===== src/rtl/seq_divider_8by4.sv =====
// Sequential 8-bit by 4-bit unsigned restoring divider.
// One quotient bit per cycle, MSB first; a zero divisor short-cuts straight to DONE.
module seq_divider_8by4 (
  input  logic       clk,
  input  logic       rst,
  input  logic       start,
  input  logic [7:0] dividend,
  input  logic [3:0] divisor,
  output logic       busy,
  output logic       done,
  output logic [7:0] quotient,
  output logic [3:0] remainder,
  output logic       div_by_zero
);

  typedef enum logic [1:0] {IDLE, CALC, DONE} state_t;

  state_t      state, state_nxt;
  logic [7:0]  dvd_sh;
  logic [3:0]  dvs_r;
  logic [4:0]  prem;
  logic [7:0]  quo_sh;
  logic [2:0]  cnt;
  logic [4:0]  prem_nxt;
  logic        qbit;

  // One restoring step: returns {quotient bit, new partial remainder}.
  // The remainder entering a step is always < divisor <= 15, so the shifted
  // trial value stays below 31 and fits the 5-bit partial remainder.
  function automatic logic [5:0] restore_step(input logic [4:0] pr,
                                              input logic       din,
                                              input logic [3:0] d);
    logic [4:0] trial;
    trial = {pr[3:0], din};
    if (trial >= {1'b0, d})
      return {1'b1, trial - {1'b0, d}};
    else
      return {1'b0, trial};
  endfunction

  always_comb begin
    {qbit, prem_nxt} = restore_step(prem, dvd_sh[7], dvs_r);
  end

  always_ff @(posedge clk) begin
    if (rst) state <= IDLE;
    else     state <= state_nxt;
  end

  always_comb begin
    state_nxt = state;
    unique case (state)
      IDLE: if (start) state_nxt = (divisor == 4'd0) ? DONE : CALC;
      CALC: if (cnt == 3'd0) state_nxt = DONE;
      DONE: state_nxt = IDLE;
      default: state_nxt = IDLE;
    endcase
  end

  always_comb begin
    busy = (state != IDLE);
    done = (state == DONE);
  end

  always_ff @(posedge clk) begin
    if (rst) begin
      dvd_sh      <= 8'd0;
      dvs_r       <= 4'd0;
      prem        <= 5'd0;
      quo_sh      <= 8'd0;
      cnt         <= 3'd0;
      quotient    <= 8'd0;
      remainder   <= 4'd0;
      div_by_zero <= 1'b0;
    end else begin
      unique case (state)
        IDLE: begin
          if (start) begin
            dvd_sh <= dividend;
            dvs_r  <= divisor;
            prem   <= 5'd0;
            quo_sh <= 8'd0;
            cnt    <= 3'd7;
            if (divisor == 4'd0) begin
              quotient    <= 8'hFF;
              remainder   <= 4'd0;
              div_by_zero <= 1'b1;
            end
          end
        end
        CALC: begin
          prem   <= prem_nxt;
          dvd_sh <= {dvd_sh[6:0], 1'b0};
          quo_sh <= {quo_sh[6:0], qbit};
          cnt    <= cnt - 3'd1;
          if (cnt == 3'd0) begin
            quotient    <= {quo_sh[6:0], qbit};
            remainder   <= prem_nxt[3:0];
            div_by_zero <= 1'b0;
          end
        end
        default: ;
      endcase
    end
  end

endmodule


===== config.mk =====
export PLATFORM = sky130hd
export DESIGN_NAME = seq_divider_8by4
export DESIGN_NICKNAME = d
export VERILOG_FILES = /design/src/rtl/seq_divider_8by4.sv
export SDC_FILE = /design/constraint.sdc
export NUM_CORES = 1
export LEC_CHECK = 0
export BUFFER_PORTS_ARGS = -buffer_cell sky130_fd_sc_hd__buf_4
export CAP_MARGIN = 20
export CORE_ASPECT_RATIO = 1.4
export CORE_MARGIN = 3
export CORE_UTILIZATION = 57
export CTS_CLUSTER_SIZE = 8
export DETAILED_ROUTE_END_ITERATION = 8
export GPL_TIMING_DRIVEN = 1
export PLACE_DENSITY = 0.8
export SLEW_MARGIN = 20
export SYNTH_ARGS = -nofsm -noshare
export SYNTH_HDL_FRONTEND = slang
export SYNTH_SLANG_ARGS = --single-unit

===== constraint.sdc =====
create_clock -name clk -period 3.7 [get_ports clk]
set_clock_uncertainty 0.15 [all_clocks]
set_input_delay 0.185 -clock clk [delete_from_list [all_inputs] [get_ports clk]]
set_output_delay 0.185 -clock clk [all_outputs]
set_load 0.01 [all_outputs]

* Word-level counts from Yosys, hierarchy flattened
Index checks and enable logic that the tools add are counted.
** Storage, ports and cells
- Bits in registers :: 41
- Latch bits :: 0
- Memory bits (writable) :: 0
- Memory bits (read-only) :: 0
- Output and inout bits :: 15
- Memories kept :: 0
** Operators by class
- $add $sub $neg :: 2
- $mul :: 0
- Div/mod/pow operators :: 0
- $lt $le $gt $ge :: 1
- Equality and inequality tests :: 5
- Shift operators :: 0
- Mux-type cells :: 25
- Bitwise operators :: 0
- Reductions and logical operators :: 9
** Operators by type and width (count)
- 2-to-1 mux 8 bit :: 4
- one-hot mux 8 bit (2 select lines) :: 2
- 2-to-1 mux 4 bit :: 4
- one-hot mux 4 bit (2 select lines) :: 2
- one-hot mux 7 bit (2 select lines) :: 1
- 2-to-1 mux 7 bit :: 1
- 2-to-1 mux 2 bit :: 3
- 2-to-1 mux 6 bit :: 1
- inequality test 2 bit, second input constant :: 3
- one-hot mux 3 bit (2 select lines) :: 1
- AND reduction 2 bit :: 3
- greater-or-equal comparator 5 x 4 -> 1 bit :: 1
- subtractor 5 x 4 -> 5 bit :: 1
- logical NOT 4 bit :: 1
- one-hot mux 2 bit (2 select lines) :: 1
- AND reduction 4 bit :: 1
- nonzero test 2 bit :: 2
- logical NOT 3 bit :: 1
- 2-to-1 mux 1 bit :: 3
- 2-to-1 mux 3 bit :: 1
- subtractor 3 x 1 -> 3 bit, second input constant :: 1
- equality test 2 x 1 -> 1 bit, second input constant :: 1
- equality test 2 bit, second input constant :: 1
- logical NOT 2 bit :: 1
- one-hot mux 1 bit (2 select lines) :: 1

* Depth between registers and ports, before layout
- Depth after elaboration :: 4
- Depth in mapped cells :: 8
- Gate-level depth less buffers :: 7

* Least setup slack after synthesis
No wires, ideal clock.
- Path type :: reg-to-reg
- Start :: register dvd_sh[7]
- End :: register prem[2]
- Setup time :: 0.079 ns
- Arrival :: 1.792 ns
- Data required time :: 3.471 ns
- Setup slack :: 1.679 ns
- Stages on the path, launching flop included :: 8
- Path buffers :: 0
- Cell sequence :: dfxtp_1 -> inv_1 -> ha_1 -> nand2b_4 -> a2111oi_4 -> nor2_2 -> mux2_4 -> a211oi_2
** On the way
- Word-level cells in the longest chain between the ends :: 3
- Elaborated cells on any way between the ends :: 4
- Classes of those cells :: add/sub (1); order compare (1); mux (2)
** RTL lines
- from (decl) :: RTL line 19 : logic [7:0] dvd_sh;
- from (signal assigned) :: RTL line 79 : dvd_sh <= dividend;
- from (signal assigned) :: RTL line 93 : dvd_sh <= {dvd_sh[6:0], 1'b0};
- subtractor 5 x 4 -> 5 bit or greater-or-equal comparator 5 x 4 -> 1 bit (tied branches) :: RTL line 36, 35
- 2-to-1 mux 6 bit * :: RTL line 35 : if (trial >= {1'b0, d})
- one-hot mux 4 bit (2 select lines) * :: RTL line 76 : unique case (state)
- to (signal assigned) :: RTL line 92 : prem <= prem_nxt;
- to (decl) :: RTL line 21 : logic [4:0] prem;
Every way passes the cells marked *; elsewhere a longest branch is shown, timed or not.
A chain may end at the register's enable or synchronous reset.

* Worst setup path after layout
- Start :: input divisor[0]
- End :: register div_by_zero
** On the way
- Word-level cells in the longest chain between the ends :: 3
** RTL lines
- from (decl) :: RTL line 8 : input logic [3:0] divisor,
- logical NOT 4 bit :: RTL line 84 : if (divisor == 4'd0) begin
- inequality test 2 bit (no source line)
- AND reduction 4 bit (no source line)
- to (signal assigned) :: RTL line 74 : div_by_zero <= 1'b0;
- to (signal assigned) :: RTL line 87 : div_by_zero <= 1'b1;
- to (signal assigned) :: RTL line 99 : div_by_zero <= 1'b0;
- to (decl) :: RTL line 13 : output logic div_by_zero
Every way passes these cells.

==> run metrics <==
layout cell share with drive strength beyond 1=19.0%; LEAKAGE=0.903 nW; post-route ant nets=0; Site Rows=23; Power Density=646 mW/mm2; Synth async-reset ratio=0%; Final period util=63.6%; reg2reg end=div_by_zero; Skew-Pair Late Insertion Delay=290 ps; Worst R2R Setup Slack=1520 ps; Longest Clk Path Bufs=2; H-tree depth=2; final setup violation count=0; Compound-Gate Fraction of Synth Area=19.3%; Worst Setup EP=div_by_zero; Initial Utilization=62.0%; post-synthesis mux area share=1.89%; Max IR drop VDD=roughly 0.00047 V; CP endpoint kind=register; CP Max Fanout=24; Max-slew headroom=37.6%; Avg Vias per Cell=5.47; unrepaired setup endpoints after global routing=no; die area=roughly 0.0040 mm2; syn_area_per_cell=8.25 um2; Post-Route WL=3800 um; worst hold margin=6.98 ps; reg2reg path depth=6; Worst setup SP type=primary input; Fill cells=249; Hold Crit Class=primary input to register; post-CTS setup buffers=0; max cap viols=0; drt pass-1 iters=4; total track usage=a little over a fifth; setup TNS=0 ps; crit path from=divisor[0]; CTS Sinks=41; Required @ worst endpoint=3760 ps; final hold vios=0; Post-Synth Simple-Gate Area=23.0%; gr ovfl total=0; Top Ports=30; Seq/Total Area, Yosys=44.2%; CTS Buf Count=5; vias=1581; nets=between 200 and 300; first-pass GRT wire length=6330 um; Root Driver=clkbuf_8; core box area=0.00299 mm2; vias in the first global route=1390; Synth Area in XOR/XNOR=less than 1%; Die H=73.5 um; die width=approximately 54 um; Clk pin slew, worst setup/hold paths=80 ps; Buffers on Ports=29; RR Startpoint=state[0]; largest net degree at the start of global routing=42; Final min period=2350 ps; initial antenna violation count=0; drt initial violations=47; Syn Inst Count=225; yosys synthesis warning count=0; Mapped Area=roughly 0.0019 mm2; Worst-Margin Slew=935 ps; CTS tree=built; status=finished, final reports clean; Layout area overhead=19.5%; synth unique cells=36; post-synthesis adder-cell area fraction=under 10%; crit path kind=primary input to register; drt wl/cell=13.2 um; HPWL after DPL=2570 um; CP arrival=2420 ps; Diodes inserted=0; Most used DFF post-synth=dfxtp_1; Synth Register Bits=41; DR DRC count=0; GPL Wtd Cong=~0.89; post-synth net total=247; number of instances resized during post-cts repair=0; Max Freq=around 420 MHz; Final Max Tran Viols=0; EDFF count, synth=0; largest family of logic cells by synthesized area=simple AND/OR/NAND/NOR gates
## critical path, stage by stage
cell and delay, ps:
dlygate4sd3_1 540, buf_4 140, nor4_1 380, nor2_1 130, a21oi_2 700, nor2_1 100
a211oi_1 240
## synthesized netlist by cell type, types with 3 or more instances
library cell	number	area share (%)
a311oi_1	7	3.3
a21oi_1	17	4.6
ha_1	6	4.0
nand2_1	35	7.1
clkbuf_1	12	2.4
dfxtp_1	41	44
nor2b_1	3	1.0
a221oi_1	3	1.4
nor2_1	41	8.3
inv_1	9	1.8
nand3_1	8	2.2
a211oi_1	14	5.7
## sequential cells by signal, indices dropped and copies added, names as in the netlist
name	cells
dvd_sh	8
quotient	8
quo_sh	7
dvs_r	4
prem	4
remainder	4
cnt	3
state	2
div_by_zero	1
## metal layers
metal	track usage, %	up-vias	part of all wire [%]
met4	9.42	0	2.4
met5	0	-	0
met1	28.0	720	44
met3	6.09	10	4.0
li1	-	820	-
met2	33.4	31	49
## power by group
group	internal (mW)	switching [mW]	leakage, nW
sequential	0.519	0.0453	0.336
combinational	0.220	0.299	0.513
clock	0.196	0.153	0.0540
## area by class of cell
class,instances,area (um2),share of cell area [%]
Tap cell,37,46.3,2.09
Multi-Input combinational cell,159,933,42.1
Inverter,9,33.8,1.52
Timing Repair Buffer,36,280,12.6
Sequential cell,41,821,37.0
Clock inverter,2,35.0,1.58
Clock buffer,5,68.8,3.10
## per-stage QoR
step	power (mW)	setup slack, ps	utilization, %	instances	area, um2
after CTS	1.44	1330	74.1	289	2220
after global placement	1.08	1560	69.3	278	2070
after global routing	1.53	1160	74.1	289	2220
after detailed placement	1.09	1500	69.3	278	2070
after floorplan	0.957	1680	-	225	1860
final	1.43	1350	74.1	289	2220
## cells by family (layout without fill, tap and decap cells)
| group | Yosys count | after routing |
|---|---|---|
| XOR/XNOR | 2 | 2 |
| multiplexers | 3 | 3 |
| adder cells (fa/ha/maj) | 7 | 7 |
| buffers and inverters | 25 | 52 |
| AND/OR/NAND/NOR | 99 | 99 |
| flip-flops | 41 | 41 |
| AO/OA/AOI/OAI | 48 | 48 |
## layout by cell type, fill, tap and decap left out, types with 2 or more instances in the layout
master,count
nor2_1,41
dfxtp_1,41
nand2_1,35
buf_4,32
a21oi_1,17
a211oi_1,14
inv_1,9
nand3_1,8
a311oi_1,7
ha_1,6
clkbuf_8,5
dlygate4sd3_1,4
nor2b_1,3
a221oi_1,3
nand2b_1,2
or2_1,2
a211oi_2,2
mux2i_1,2
## worst min path at each step
stage                      endpoint  slack, ps  cells past startpoint        start
final                     dvd_sh[4]          7                      3  dividend[4]
after global routing      dvd_sh[1]         10                      3  dividend[1]
after CTS                 dvd_sh[1]          2                      3  dividend[1]
after detailed placement  dvd_sh[0]        300                      3  dividend[0]
after global placement    dvd_sh[0]        300                      3  dividend[0]
after floorplan            dvs_r[2]        170                      2   divisor[2]
## repair_timing
action                                 in CTS  in global routing
endpoints found under the hold margin       4                  0
hold buffers                                4                  0
setup endpoints to repair                   0                  0
No activity file was read; power rests on OpenSTA's default activity.
